--- src/rtl/proc_mem_port_arbiter.sv ---
// Round-robin arbiter sharing one memory port between fetch (port 0) and data (port 1).
// An in-order tag FIFO remembers which requester owns each outstanding response.
module proc_mem_port_arbiter #(
  parameter int p_max_inflight = 4
) (
  input  logic                             clk,
  input  logic                             reset,
  input  logic                             req0_val,
  output logic                             req0_rdy,
  input  logic                             req0_type,
  input  logic [31:0]                      req0_addr,
  input  logic [31:0]                      req0_data,
  input  logic                             req1_val,
  output logic                             req1_rdy,
  input  logic                             req1_type,
  input  logic [31:0]                      req1_addr,
  input  logic [31:0]                      req1_data,
  output logic                             resp0_val,
  input  logic                             resp0_rdy,
  output logic [31:0]                      resp0_data,
  output logic                             resp1_val,
  input  logic                             resp1_rdy,
  output logic [31:0]                      resp1_data,
  output logic                             mem_req_val,
  input  logic                             mem_req_rdy,
  output logic                             mem_req_type,
  output logic [31:0]                      mem_req_addr,
  output logic [31:0]                      mem_req_data,
  input  logic                             mem_resp_val,
  output logic                             mem_resp_rdy,
  input  logic [31:0]                      mem_resp_data,
  output logic [$clog2(p_max_inflight):0]  inflight
);
  localparam int PW = $clog2(p_max_inflight);
  localparam int CW = PW + 1;

  logic [p_max_inflight-1:0] r_tags;
  logic [PW-1:0]             r_head;
  logic [PW-1:0]             r_tail;
  logic [CW-1:0]             r_count;
  logic                      r_prio;

  logic w_v0, w_v1, w_grant, w_full, w_empty, w_head_tag, w_push, w_pop;

  // Requests are masked while reset is held so nothing is offered or accepted.
  assign w_v0    = req0_val & reset;
  assign w_v1    = req1_val & reset;
  assign w_full  = (r_count == CW'(p_max_inflight));
  assign w_empty = (r_count == '0);

  always_comb begin
    if (w_v0 && w_v1)  w_grant = r_prio;
    else if (w_v0)     w_grant = 1'b0;
    else if (w_v1)     w_grant = 1'b1;
    else               w_grant = r_prio;
  end

  always_comb begin
    mem_req_type = 1'b0;
    mem_req_addr = '0;
    mem_req_data = '0;
    if (w_v0 || w_v1) begin
      if (w_grant) begin
        mem_req_type = req1_type;
        mem_req_addr = req1_addr;
        mem_req_data = req1_data;
      end else begin
        mem_req_type = req0_type;
        mem_req_addr = req0_addr;
        mem_req_data = req0_data;
      end
    end
  end

  assign mem_req_val = (w_grant ? w_v1 : w_v0) & ~w_full;
  assign req0_rdy    = ~w_grant & mem_req_rdy & ~w_full & reset;
  assign req1_rdy    =  w_grant & mem_req_rdy & ~w_full & reset;
  assign w_push      = mem_req_val & mem_req_rdy;

  assign w_head_tag   = r_tags[r_head];
  assign resp0_val    = mem_resp_val & ~w_empty & ~w_head_tag;
  assign resp1_val    = mem_resp_val & ~w_empty &  w_head_tag;
  assign resp0_data   = mem_resp_data;
  assign resp1_data   = mem_resp_data;
  assign mem_resp_rdy = ~w_empty & (w_head_tag ? resp1_rdy : resp0_rdy);
  assign w_pop        = mem_resp_val & mem_resp_rdy;

  assign inflight = r_count;

  always_ff @(posedge clk or negedge reset) begin
    if (!reset) begin
      r_tags  <= '0;
      r_head  <= '0;
      r_tail  <= '0;
      r_count <= '0;
      r_prio  <= 1'b0;
    end else begin
      if (w_push) begin
        r_tags[r_tail] <= w_grant;
        r_tail         <= r_tail + PW'(1);
        r_prio         <= ~w_grant;
      end
      if (w_pop) r_head <= r_head + PW'(1);
      case ({w_push, w_pop})
        2'b10:   r_count <= r_count + CW'(1);
        2'b01:   r_count <= r_count - CW'(1);
        default: r_count <= r_count;
      endcase
    end
  end

  // A response with nothing outstanding means the memory side broke the protocol.
  a_resp_while_empty: assert property (@(posedge clk) disable iff (!reset)
    !(mem_resp_val && w_empty))
    else $error("mem_resp_val asserted with no outstanding request");

endmodule

--- config.mk ---
export PLATFORM = sky130hd
export DESIGN_NAME = proc_mem_port_arbiter
export DESIGN_NICKNAME = d
export VERILOG_FILES = /design/src/rtl/proc_mem_port_arbiter.sv
export SDC_FILE = /design/constraint.sdc
export NUM_CORES = 1
export LEC_CHECK = 0
export ABC_CLOCK_PERIOD_IN_PS = 4450
export CORE_AREA = 8 8 113 115
export CTS_BUF_LIST = sky130_fd_sc_hd__clkbuf_4 sky130_fd_sc_hd__clkbuf_8
export CTS_CLUSTER_SIZE = 25
export DETAILED_ROUTE_END_ITERATION = 8
export DIE_AREA = 0 0 121 123
export GPL_TIMING_DRIVEN = 0
export PLACE_DENSITY_LB_ADDON = 0.12
export RECOVER_POWER = 25
export SLEW_MARGIN = 20
export SYNTH_ARGS = -nofsm -noshare
export SYNTH_HDL_FRONTEND = slang
export SYNTH_SLANG_ARGS = --single-unit
--- constraint.sdc ---
create_clock -name clk -period 4.45 [get_ports clk]
set_clock_uncertainty 0.05 [all_clocks]
set_input_delay 0.6675 -clock clk [delete_from_list [all_inputs] [get_ports clk]]
set_output_delay 0.6675 -clock clk [all_outputs]
set_load 0.02 [all_outputs]
==> key figures, run 1 <==
Floorplanning
  • Initial core utilization: a little under 20%
  • Die ar.: 0.01488 mm²
  • Die Wd: 121 µm
  • Rows: 39
  • Die Span Y: 123 µm
  • Top Ports: 308
  • Core outline area: 0.01108 mm²

GRT
  • GRT Overall Usage: 17.46%
  • Largest net degree at the start of global routing: 17
  • Total gr overflow: 0
  • First-pass GRT wire length: 20,110 µm
  • Number of global-route vias before repair: ~3,100
  • Initial antenna violation count: 0

Power
  • Pleak: 2.187 nW
  • Worst vdd ir: 328.0 µV
  • P per Cell Area: about 340 mW/mm²

Synth
  • Net Count, Synth: about 530
  • Ys Warns: 0
  • Mapped Cells: ~350
  • Netlist Area Pre-Place: between 0.002 and 0.0025 mm²
  • Yosys cell types: 27
  • Synth Register Bits: 12
  • Avg Cell Area, Syn: 6.166 µm²
  • Main synth FF type: dfrtp_1
  • Register area share after synthesis: 13.95%
  • Top cells by area, synth: buf_4, nand2_1, a21oi_1
  • Share of the synthesized area in the top cell type: between 20% and 30%
  • Largest area contributor in the netlist: buf_4
  • Number of synthesized flops with an enable pin: 0
  • Asr flop ratio synth: 100.0%

Layout
  • Most frequent cells in the layout: clkdlybuf4s50_1, nand2_1, buf_4
  • Area Growth Syn to Fin: 138.5%
  • Multi-input gate area: 0.001239 mm²
  • Filler instances: approximately 1,100
  • # diodes: 0
  • Final net count: between 800 and 900
  • Share of post-route cells with drive strength above 1: about 15%
  • Commonest non-fill, non-tap cell in the layout: clkdlybuf4s50_1
  • Total area of sequential cells: 300.3 µm²

CTS
  • Number of CTS-inserted buffers: 3
  • Clk pin slew, worst setup/hold paths: 50 ps
  • Clock buffer depth: 2
  • H-tree levels: 1
  • CTS tree: done
  • Skew-Pair Late Insertion Delay: 240 ps
  • Post-CTS setup buffer count: 0
  • Root Buffer: clkbuf_8
  • CTS Sinks: 12

Worst hold path
  • Worst Hold Depth: 1
  • Min-Delay Endpoint: r_tags[3]
  • Hold Path Class: flip-flop to flip-flop
  • Hold_sp: r_tags[3]

Placement
  • Detailed Place HPWL: 12,710 µm
  • # port buffers: 275
  • GPL Wtd Cong: 0.8159

Setup path
  • RR Startpoint: r_head[1]
  • Critical R2R Capture: inflight[2]
  • R2R Setup Slk: 2140 ps
  • Setup Crit Path Kind: input port to primary output
  • Delay-heaviest family, CP: buffers and inverters
  • CP Capture Type: primary output
  • Setup crit start kind: input port
  • Slowest-stage cell, CP: clkdlybuf4s50_1
  • Worst path required time: 3730 ps
  • Critical Path, Cell by Cell: clkbuf_1, a21oi_2, o2bb2ai_2, buf_2, nand2_1, a21oi_1, clkdlybuf4s50_1
  • Crit Path Max Fanout: 16
  • Buffer and inverter count on the worst path: 3
  • Worst r2r path cells: 10
  • Critical Path AT: 3150 ps
  • CP peak stage delay: 670 ps

Detailed routing
  • WL/cell: 18.74 µm
  • WL final: 14,450 µm
  • ANT nets after route: 0
  • Pre-antenna DRT Iters: 4
  • Initial DRC count: 91
  • Via count: ~3,200
  • Drc violations: 0
  • Vias per Instance: 4.096

STA
  • Hold Slack: 463.9 ps
  • Setup violators final: 0
  • Fmax: roughly 260 MHz
  • Worst Max-Slew Pin Slew: 885.8 ps
  • Setup TNS: 0 ps
  • RSZ-0062 raised after global routing: no
  • Hold Vio Cnt, Final: 0
  • Max_slew headroom: roughly 41%
  • Final Critical Period: 3867 ps
  • Part of the cycle the worst path needs: 86.90%
  • Slew Viols, Final: 0

Status
  • Status: finished, final reports clean

Job
  • Max Cap Viol: 0
report_power, final:
part	leakage, nW	internal, W	switching, W
clock	0.0288	0.0000781	0.0000400
sequential	0.144	0.000166	0.0000554
combinational	2.01	0.000672	0.000746
total	2.19	0.000916	0.000842
through the flow:
step	setup WS, ps	utilization (%)	instances	total power, W	cell area (µm²)
2_1_floorplan	2008	-	349	0.001030	2152
3_5_place_dp	169.9	45.89	767	0.001670	5084
4_1_cts	154.7	46.39	771	0.001799	5139
6_report	582.9	46.33	771	0.001758	5132
5_1_grt	210.3	46.33	771	0.001912	5132
3_3_place_gp	189.4	45.89	767	0.001646	5084
routing by layer:
| layer | part of all wire, % | track usage, % |
|---|---|---|
| met5 | 0 | 0 |
| met3 | 9.3 | 5.479 |
| met2 | 54 | 34.06 |
| met1 | 35 | 18.01 |
| met4 | 1.2 | 2.966 |
flip-flops by register name, summed over array words and instances, names as in the netlist:
signal,count
inflight,3
r_head,2
r_prio,1
r_tags,4
r_tail,2
repair_timing:
item,4_1_cts,5_1_grt
endpoints found under the setup margin,0,2
hold buffers,0,0
resized for setup,0,1
cells by family (layout without fill, tap and decap cells):
logic type / count (synthesis) / in the layout / share of synthesized area [%]
flip-flops: 12 / 12 / 13.95
adder cells (fa/ha/maj): 6 / 6 / 3.837
buffers and inverters: 91 / 370 / 28.49
AND/OR/NAND/NOR: 151 / 151 / 27.97
AO/OA/AOI/OAI: 73 / 73 / 18.37
multiplexers: 11 / 11 / 5.349
XOR/XNOR: 5 / 5 / 2.035
layout make-up:
| type | instances | area share [%] |
|---|---|---|
| buffer | 85 | 11.51 |
| clock buffer | 4 | 1.073 |
| inverter | 6 | 0.4388 |
| multi-input combinational | 246 | 24.13 |
| sequential | 12 | 5.851 |
| tap | 143 | 3.486 |
| timing repair buffer | 275 | 53.51 |
worst max path at each step:
| stage | from | endpoint | slack, ps | depth (start not counted) |
|---|---|---|---|---|
| 6_report | reset | mem_req_addr[0] | 580 | 7 |
| 5_1_grt | reset | mem_req_addr[0] | 210 | 7 |
| 4_1_cts | reset | mem_req_addr[0] | 150 | 7 |
| 3_5_place_dp | reset | mem_req_addr[0] | 170 | 7 |
| 3_3_place_gp | reset | mem_req_addr[0] | 190 | 7 |
| 2_1_floorplan | req1_val | mem_req_addr[10] | 2010 | 6 |
Yosys cell counts, types with 2 or more instances:
cell type,count
a21oi_1,65
buf_1,3
buf_2,10
buf_4,69
clkbuf_1,3
dfrtp_1,12
ha_1,5
inv_1,6
mux2_2,4
mux2i_1,7
nand2_1,136
nand2b_1,2
nor2_1,7
nor3b_1,2
o21ai_0,3
xnor2_1,2
xor2_1,3
Power figures use the tool's default switching activity.
==> inputs of run 2 (changes only) <==
--- a/config.mk
+++ b/config.mk
@@ -6,11 +6,10 @@
 export NUM_CORES = 1
 export LEC_CHECK = 0
 export ABC_CLOCK_PERIOD_IN_PS = 4450
-export CORE_AREA = 8 8 113 115
-export CTS_BUF_LIST = sky130_fd_sc_hd__clkbuf_4 sky130_fd_sc_hd__clkbuf_8
+export CORE_AREA = 8 8 114 116
 export CTS_CLUSTER_SIZE = 25
 export DETAILED_ROUTE_END_ITERATION = 8
-export DIE_AREA = 0 0 121 123
+export DIE_AREA = 0 0 122 124
 export GPL_TIMING_DRIVEN = 0
 export PLACE_DENSITY_LB_ADDON = 0.12
 export RECOVER_POWER = 25
==> run 2 against run 1 <==
Compared with the run above:
- power up 4.4%
- maximum frequency grew 0.55%
- highest routed layer unchanged
- largest cell class unchanged
- final area up 0.66%
- combinational power hardly changed
- largest power group unchanged
- clock power rose by 56%
==> key figures, run 2 (synthesis gave the netlist of run 1 again) <==
STA
  • Hold Slack: 456.9 ps
  • Hold Vio Cnt, Final: 0
  • Max_slew headroom: 42.65%
  • Fmax: 260.0 MHz
  • Final Critical Period: 3846 ps
  • Setup violators final: 0
  • Slew Viols, Final: 0
  • Fin worst setup slack: 603.9 ps
  • Worst Max-Slew Pin Slew: approximately 860 ps
  • Part of the cycle the worst path needs: 86.43%
  • Setup TNS: 0 ps
  • RSZ-0062 raised after global routing: no

Detailed routing
  • WL/cell: 18.66 µm
  • Pre-antenna DRT Iters: 4
  • Drc violations: 0
  • WL final: roughly 14,000 µm
  • Vias per Instance: 4.157
  • Via count: 3,205
  • Initial DRC count: 203
  • ANT nets after route: 0

GRT
  • Largest net degree at the start of global routing: 17
  • GRT Overall Usage: between 15 and 20%
  • Number of global-route vias before repair: roughly 3,200
  • Total gr overflow: 0
  • First-pass GRT wire length: 20,020 µm
  • Initial antenna violation count: 0

Layout
  • # diodes: 0
  • Design Area, Final: 0.005166 mm²
  • Multi-input gate area: 0.001239 mm²
  • Share of post-route cells with drive strength above 1: approximately 15%
  • Largest reg by FF count: r_tags
  • Commonest non-fill, non-tap cell in the layout: clkdlybuf4s50_1
  • Filler instances: 1,145
  • Final core utilization: 46.23%
  • Area Growth Syn to Fin: 140.1%
  • Total area of sequential cells: 300.3 µm²
  • Final net count: slightly above 800
  • Most frequent cells in the layout: clkdlybuf4s50_1, nand2_1, buf_4
  • Largest register FFs: 4

Placement
  • Dpl ws: 214.6 ps
  • GPL Wtd Cong: 0.8197
  • Detailed Place HPWL: 12,510 µm
  • Dpl cell area: 0.005084 mm²
  • # port buffers: 275

Power
  • Combinational Power Share: 78.1%
  • Clk pwr share: 10.0%
  • Switching share of power: 46.92%
  • Worst vdd ir: 293.0 µV
  • Cell Int Power: 0.0009746 W
  • Part of the power in registers: 11.9%
  • Switching pwr: about 0.00086 W
  • Pleak: 2.202 nW
  • P per Cell Area: 355.4 mW/mm²

Setup path
  • Worst r2r path cells: 10
  • Worst path required time: 3730 ps
  • RR Startpoint: r_head[1]
  • Crit Path Max Fanout: 16
  • Critical R2R Capture: inflight[2]
  • CP Capture Type: primary output
  • R2R Setup Slk: 2030 ps
  • Setup Crit Path Kind: input port to primary output
  • Critical Path AT: 3130 ps
  • Setup crit start kind: input port

Worst hold path
  • Worst Hold Depth: 1
  • Hold_sp: r_tags[3]
  • Hold Path Class: flip-flop to flip-flop
  • Min-Delay Endpoint: r_tags[3]

CTS
  • Root Buffer: clkbuf_16
  • Post-CTS setup buffer count: 0
  • CTS tree: done
  • Hold-fix buffers, CTS: 0
  • CTS Sinks: 12
  • Skew-Pair Late Insertion Delay: 240 ps
  • Clk pin slew, worst setup/hold paths: 40 ps
  • H-tree levels: 1
  • Clock buffer depth: 2
  • Number of CTS-inserted buffers: 3

Status
  • Status: finished, final reports clean

Floorplanning
  • Initial core utilization: 19.26%
  • Top Ports: 308
  • Die ar.: around 0.015 mm²
  • Rows: 39
  • Core outline area: 0.01117 mm²
  • Die Wd: 122 µm
  • Die Span Y: ~120 µm

Job
  • Max Cap Viol: 0
-- run 2: cell types whose count changed in the layout (fill, tap and decap cells not counted) --
cell	change
clkbuf_16	+3
clkbuf_8	-3
-- run 2: cell type report --
type | instances | area share (%)
Buffer | 85 | 11.43
Inverter | 6 | 0.4359
Timing Repair Buffer | 275 | 53.16
Clock buffer | 4 | 1.720
Multi-Input combinational cell | 246 | 23.98
Tap cell | 143 | 3.463
Sequential cell | 12 | 5.813
-- run 2: worst max-delay path, stage by stage --
cell and delay [ps]:
clkbuf_1 630, a21oi_2 160, o2bb2ai_2 380, buf_2 360
nand2_1 100, a21oi_1 150, clkdlybuf4s50_1 670
-- run 2: routing by layer --
layer | wire length [µm] | GRT usage (%)
met5 | 0 | 0
met2 | 7535 | 31.57
met1 | 5161 | 18.53
met3 | 1649 | 6.482
met4 | 38 | 1.157
-- run 2: what timing repair did --
item,in CTS,in global routing
hold endpoints to repair,0,0
setup endpoints to repair,0,1
resized for setup,0,1
-- run 2: power groups by stage --
stage	Sequential (W)	Clock (W)	Combinational (W)
6_report	0.000218	0.000184	0.00143
5_1_grt	0.000230	0.000196	0.00156
4_1_cts	0.000220	0.000188	0.00147
3_5_place_dp	0.000220	0	0.00146
3_3_place_gp	0.000219	0	0.00144
2_1_floorplan	0.000226	0	0.000804
-- run 2: worst max-delay path by stage --
stage	slack (ps)	to	start
floorplan	2010	mem_req_addr[10]	req1_val
global route	240	mem_req_data[26]	reset
finish	600	mem_req_data[26]	reset
global placement	230	mem_req_data[26]	reset
CTS	210	mem_req_data[26]	reset
detailed placement	210	mem_req_data[26]	reset
-- run 2: through the flow --
step                      total power (W)  cells
final                            0.001836    771
after floorplan                  0.001030    349
after global routing             0.001990    771
after global placement           0.001662    767
after detailed placement         0.001681    767
after CTS                        0.001879    771
==> inputs of run 3 (changes only) <==
--- a/config.mk
+++ b/config.mk
@@ -17,3 +17,4 @@
 export SYNTH_ARGS = -nofsm -noshare
 export SYNTH_HDL_FRONTEND = slang
 export SYNTH_SLANG_ARGS = --single-unit
+export TNS_END_PERCENT = 30
==> results of run 3 <==
The final DEF is identical to that of run 2; final timing and power are the same.
